### src/rtl/jts16_obj_pkg.sv
// rtl/jts16_obj_pkg.sv - shared state encoding and constants for the zooming sprite line drawer
package jts16_obj_pkg;

  typedef enum logic [1:0] {
    OBJ_IDLE = 2'd0,
    OBJ_REQ  = 2'd1,
    OBJ_DRAW = 2'd2
  } obj_st_e;

  // Pixel value that is never written to the line buffer
  localparam logic [3:0] OBJ_TRANSP = 4'hF;

  // 4-bit pixels packed in one graphics word
  function automatic int obj_ppw(input int dw);
    return dw / 4;
  endfunction

endpackage

### src/rtl/jts16_obj_hzoom.sv
// rtl/jts16_obj_hzoom.sv - horizontal zoom accumulator deciding which pixels are dropped
//
// Ports:
//   clk, rst  clock and asynchronous active-high reset
//   load      sprite launch: captures hzoom and presets the accumulator
//   step      one pixel consumed: accumulator advances
//   hzoom     zoom step, 0 = 1:1
//   skip      current pixel is dropped (accumulator overflows on this step)
module jts16_obj_hzoom (
  input  logic       clk,
  input  logic       rst,
  input  logic       load,
  input  logic       step,
  input  logic [4:0] hzoom,
  output logic       skip
);

  logic [4:0] hz_r;
  logic [6:0] hzcnt;
  logic [7:0] hzsum;

  // The accumulator works in quarter units: the preset and the per-pixel step
  // are both hzoom*4, so hzoom=16 drops every other pixel and hzoom=0 drops none.
  always_comb begin
    hzsum = {1'b0, hzcnt} + {1'b0, hz_r, 2'b00};
    skip  = hzsum[7];
  end

  always_ff @(posedge clk or posedge rst) begin
    if (rst) begin
      hz_r  <= '0;
      hzcnt <= '0;
    end else if (load) begin
      hz_r  <= hzoom;
      hzcnt <= {hzoom, 2'b00};
    end else if (step) begin
      hzcnt <= hzsum[6:0];
    end
  end

endmodule

### src/rtl/jts16_obj_drawz.sv
// rtl/jts16_obj_drawz.sv - sprite line drawer: fetches words, unpacks pixels, zooms, writes line buffer
//
// Ports:
//   clk, rst          clock and asynchronous active-high reset
//   hstart            line start, aborts any sprite in progress
//   start, busy       sprite launch pulse and in-progress flag
//   xpos, offset,     sprite attributes sampled on start
//   bank, prio, pal,
//   hzoom, hflip
//   obj_cs, obj_addr, graphics fetch request; obj_ok qualifies obj_data
//   obj_data, obj_ok
//   bf_data, bf_we,   registered line-buffer write {prio, pal, pixel}
//   bf_addr
module jts16_obj_drawz
  import jts16_obj_pkg::*;
#(
  parameter int DW      = 16,
  parameter int AW      = 20,
  parameter int OFFW    = 16,
  parameter int PALW    = 6,
  parameter int PRIOW   = 2,
  parameter int XW      = 9,
  parameter int MAXW    = 64,
  parameter int FLIPSRC = 0
) (
  input  logic                  clk,
  input  logic                  rst,
  input  logic                  hstart,
  input  logic                  start,
  output logic                  busy,
  input  logic [XW-1:0]         xpos,
  input  logic [OFFW-1:0]       offset,
  input  logic [AW-OFFW-1:0]    bank,
  input  logic [PRIOW-1:0]      prio,
  input  logic [PALW-1:0]       pal,
  input  logic [4:0]            hzoom,
  input  logic                  hflip,
  output logic                  obj_cs,
  output logic [AW-1:0]         obj_addr,
  input  logic [DW-1:0]         obj_data,
  input  logic                  obj_ok,
  output logic [PRIOW+PALW+3:0] bf_data,
  output logic                  bf_we,
  output logic [XW-1:0]         bf_addr
);

  localparam int PPW = obj_ppw(DW);
  localparam int NW  = $clog2(PPW);
  localparam int WCW = $clog2(MAXW + 1);

  obj_st_e st, st_nx;

  logic [OFFW-1:0]    cur;
  logic [AW-OFFW-1:0] bank_r;
  logic [XW-1:0]      xcur;
  logic [PRIOW-1:0]   prio_r;
  logic [PALW-1:0]    pal_r;
  logic               flip_r;
  logic [DW-1:0]      sh;
  logic [NW-1:0]      ncnt;
  logic [WCW-1:0]     wcnt;
  logic               fresh;

  logic               flip_in;
  logic               accept;
  logic               drawing;
  logic               last_nib;
  logic               finish;
  logic               advance;
  logic [3:0]         pix;
  logic               zload;
  logic               zstep;
  logic               skip;

  assign obj_addr = {bank_r, cur};
  assign flip_in  = (FLIPSRC != 0) ? hflip : offset[OFFW-1];

  jts16_obj_hzoom u_hzoom (
    .clk   (clk),
    .rst   (rst),
    .load  (zload),
    .step  (zstep),
    .hzoom (hzoom),
    .skip  (skip)
  );

  always_comb begin
    st_nx    = st;
    pix      = flip_r ? sh[3:0] : sh[DW-1 -: 4];
    drawing  = (st == OBJ_DRAW);
    // obj_ok in the first cycle after an address change may belong to the old address
    accept   = (st == OBJ_REQ) && obj_cs && obj_ok && !fresh;
    last_nib = drawing && (ncnt == NW'(PPW - 1));
    finish   = last_nib && ((pix == OBJ_TRANSP) || (wcnt == WCW'(MAXW)));
    advance  = last_nib && !finish;
    zload    = start && !hstart;
    zstep    = drawing && !start && !hstart;

    if (hstart) begin
      st_nx = OBJ_IDLE;
    end else if (start) begin
      st_nx = OBJ_REQ;
    end else begin
      case (st)
        OBJ_REQ:  if (accept) st_nx = OBJ_DRAW;
        OBJ_DRAW: begin
          if (finish)       st_nx = OBJ_IDLE;
          else if (advance) st_nx = OBJ_REQ;
        end
        default:  st_nx = OBJ_IDLE;
      endcase
    end
  end

  always_ff @(posedge clk or posedge rst) begin
    if (rst) begin
      st      <= OBJ_IDLE;
      busy    <= 1'b0;
      obj_cs  <= 1'b0;
      bf_we   <= 1'b0;
      bf_addr <= '0;
      bf_data <= '0;
      cur     <= '0;
      bank_r  <= '0;
      xcur    <= '0;
      prio_r  <= '0;
      pal_r   <= '0;
      flip_r  <= 1'b0;
      sh      <= '0;
      ncnt    <= '0;
      wcnt    <= '0;
      fresh   <= 1'b0;
    end else begin
      st    <= st_nx;
      bf_we <= 1'b0;
      fresh <= 1'b0;
      if (hstart) begin
        busy   <= 1'b0;
        obj_cs <= 1'b0;
      end else if (start) begin
        cur    <= offset;
        bank_r <= bank;
        xcur   <= xpos;
        prio_r <= prio;
        pal_r  <= pal;
        flip_r <= flip_in;
        wcnt   <= '0;
        obj_cs <= 1'b1;
        busy   <= 1'b1;
        fresh  <= 1'b1;
      end else begin
        if (accept) begin
          sh     <= obj_data;
          obj_cs <= 1'b0;
          wcnt   <= wcnt + 1'b1;
          ncnt   <= '0;
        end
        if (drawing) begin
          ncnt <= ncnt + 1'b1;
          sh   <= flip_r ? (sh >> 4) : (sh << 4);
          // Dropped pixels leave the write address where it is
          if (!skip) begin
            bf_data <= {prio_r, pal_r, pix};
            bf_we   <= (pix != OBJ_TRANSP);
            bf_addr <= xcur;
            xcur    <= xcur + 1'b1;
          end
          if (finish) busy <= 1'b0;
          if (advance) begin
            cur    <= flip_r ? (cur - 1'b1) : (cur + 1'b1);
            obj_cs <= 1'b1;
            fresh  <= 1'b1;
          end
        end
      end
    end
  end

endmodule

### config.mk
export PLATFORM = sky130hd
export DESIGN_NAME = jts16_obj_drawz
export DESIGN_NICKNAME = d
export VERILOG_FILES = /design/src/rtl/jts16_obj_pkg.sv /design/src/rtl/jts16_obj_hzoom.sv /design/src/rtl/jts16_obj_drawz.sv
export SDC_FILE = /design/constraint.sdc
export NUM_CORES = 1
export LEC_CHECK = 0
export CORE_MARGIN = 5
export CORE_UTILIZATION = 45
export DETAILED_ROUTE_END_ITERATION = 12
export DONT_BUFFER_PORTS = 1
export PLACE_DENSITY_LB_ADDON = 0.25
export SLEW_MARGIN = 20
export SYNTH_ARGS = -nofsm -noshare
export SYNTH_HDL_FRONTEND = slang
export SYNTH_SLANG_ARGS = --single-unit
### constraint.sdc
create_clock -name clk -period 2.98 [get_ports clk]
set_input_delay 0.596 -clock clk [delete_from_list [all_inputs] [get_ports clk]]
set_output_delay 0.596 -clock clk [all_outputs]
set_load 0.005 [all_outputs]
==> reports/results.txt <==
DR pass1 iterations: 4
Slew Limit Fails: 0
post_cts resized: 0
Post-Syn Instances: 579
final hold slack: 0.282 ns
antenna diode count: 0
H-Tree Depth: 3
crit path launch type: register
post-route cell area: 5830 um^2
peak supply drop: 0.364 mV
GR Overflow Total: 0
Post-synth EDFFs: 0
ys async rst share: 100%
max frequency: 0.386 GHz
Vias/cell: 5.62
Core Footprint: 11900 um^2
# IOs: 108
register bit total from synthesis: 100
DRC: 0
CP Max Fanout: 30
CP endpoint kind: register
DR iter-0 viols: 186
Crit. Startpoint: flip_r
drt total wl: 12000 um
clock sinks: 100
DP HPWL: 8350 um
first-pass GRT wire length: 20200 um
Worst Setup Path Type: reg2reg
dpl ws: 0.386 ns
Seq/Total Area, Yosys: 46.5%
clk buf depth: 2
Syn. warnings: 0
CTS Buf Count: 9
worst reg2reg path depth: 7
initial antenna violation count: 0
Reg clk slew, reported paths: 0.07 ns
Die X: 119 um
Hold Vio Cnt, Final: 0
r2r startpoint: flip_r
Hold Buf Count CTS: 0
Worst-Skew Late Latency: 0.35 ns
fraction of layout cells with a size suffix above 1: 9.55%
Avg WL per Cell: 16.5 um
syn nets: 668
via count: 4062
GRT Resource Usage Total: 17.5%
placed cell area: 5530 um^2
site row count: 40
reg2reg setup slack: 0.39 ns
Syn Area/Cell: 9.30 um^2
# port buffers: 0
FF-to-FF End: cur[13]
setup tns final: 0 ns
Main synth FF type: dfrtp_1
final setup fails: 0
Starting Density: 45.4%
status: finished, final reports clean
Cell Area, Synth: 5390 um^2
largest net degree at the start of global routing: 101
CP endpoint: cur[13]
worst slew pin tran: 0.690 ns
area grow syn2layout: 8.22%
CTS tree: yes
worst clock skew: 0.0138 ns
period utilization: 86.8%
final RePlAce weighted congestion: 0.823
total power: 4180 uW
nets: 661
vias in the first global route: 4113
crit path DAT: 2.85 ns
Root Buffer: clkbuf_16
final worst slack: 0.392 ns
pwr dens: 718 nW/um^2
ANT nets after route: 0
Hold Crit Class: in2async
synth unique cells: 54
Die Area: 14300 um^2
Die Y: 119 um
max-cap violation count: 0
min Tclk post-route: 2.59 ns
Worst EP required: 3.24 ns
post-CTS setup buffers: 0
unrepaired setup endpoints after global routing: false
Static Leakage: 0.00267 uW
Slew HR: 53.8%
cells in the final DEF (no fill, tap or decap), drive strengths merged, types with 7 or more instances in the layout:
| master | n |
|---|---|
| dfrtp | 100 |
| nand2 | 99 |
| a21oi | 62 |
| nor2 | 54 |
| o21ai | 52 |
| mux2i | 23 |
| ha | 23 |
| mux2 | 20 |
| nand3 | 16 |
| xnor2 | 13 |
| clkbuf | 11 |
| buf | 10 |
| inv | 8 |
| xor2 | 7 |
| nor3b | 7 |
per-layer routing:
metal  vias up  GRT usage [%]  share of wire, %
met5         -              0                 0
met4         0           6.59               1.8
met3        14           4.08               5.3
met2        83           28.6                48
met1      1959           22.7                45
li1       2006              -                 -
power by group:
| group | internal (uW) | switching, uW |
|---|---|---|
| clock network | 669 | 511 |
| logic | 543 | 650 |
| registers | 1580 | 232 |
| total | 2790 | 1390 |
cells in the mapped netlist (4+ instances only):
library cell | number | area share [%]
nand2b_1 | 6 | 0.70
nor3_1 | 5 | 0.46
nand3_1 | 16 | 1.5
inv_1 | 8 | 0.56
and3_1 | 4 | 0.46
a21o_1 | 6 | 0.84
xnor2_1 | 13 | 2.1
mux2_2 | 20 | 4.2
buf_1 | 5 | 0.35
nor3b_1 | 6 | 0.84
ha_1 | 23 | 5.3
dfrtp_1 | 100 | 46
mux2i_1 | 23 | 4.3
nand2_1 | 99 | 6.9
a211oi_1 | 4 | 0.56
nor2_1 | 52 | 3.6
o21ai_0 | 51 | 4.7
o21a_1 | 4 | 0.56
clkbuf_1 | 16 | 1.1
a21oi_1 | 62 | 5.8
xor2_1 | 7 | 1.1
sequential cells by signal, indices dropped and copies added, names as in the netlist, 2 cells and up:
name and cells:
pal_r 6, ncnt 2, u_hzoom.hzcnt 5, prio_r 2, bf_addr 9, bf_data 12, u_hzoom.hz_r 5, wcnt 7
bank_r 4, sh 16, xcur 9, cur 16, st 2
stage by stage:
stage          util (%)  cells
2_1_floorplan         -    579
3_3_place_gp       46.6    708
3_5_place_dp       46.6    708
4_1_cts            49.1    723
5_1_grt            49.1    723
6_report           49.1    723
area by class of cell:
class	count	area, um^2
Fill cell	1134	6030
Timing Repair Buffer	10	87.6
Inverter	9	37.5
Clock inverter	4	50.0
Sequential cell	100	2500
Clock buffer	11	243
Tap cell	147	184
Multi-Input combinational cell	442	2720
worst max-delay path, cell delays in order (launching register included):
cell	delay [ns]
dfrtp_1	0.61
buf_4	0.45
ha_1	0.38
a21o_1	0.21
a211o_1	0.28
o22ai_1	0.14
mux2_2	0.35
o211ai_1	0.09
how the worst min path moves through the flow:
stage	depth (start not counted)	slack (ns)	endpoint
CTS	1	0.29	busy
global placement	2	0.45	pal_r[5]
detailed placement	2	0.46	pal_r[3]
floorplan	2	0.44	pal_r[0]
global route	1	0.29	busy
finish	2	0.28	bf_addr[2]
kinds of logic (layout without fill, tap and decap cells):
group,count (synthesis),count (layout),share of synthesized area [%]
AO/OA/AOI/OAI,147,147,15.4
AND/OR/NAND/NOR,207,207,17.1
buffers and inverters,37,34,3.21
multiplexers,43,43,8.46
adder cells (fa/ha/maj),25,25,6.09
flip-flops,100,100,46.5
XOR/XNOR,20,20,3.25
(Power assumes the default switching activity.)
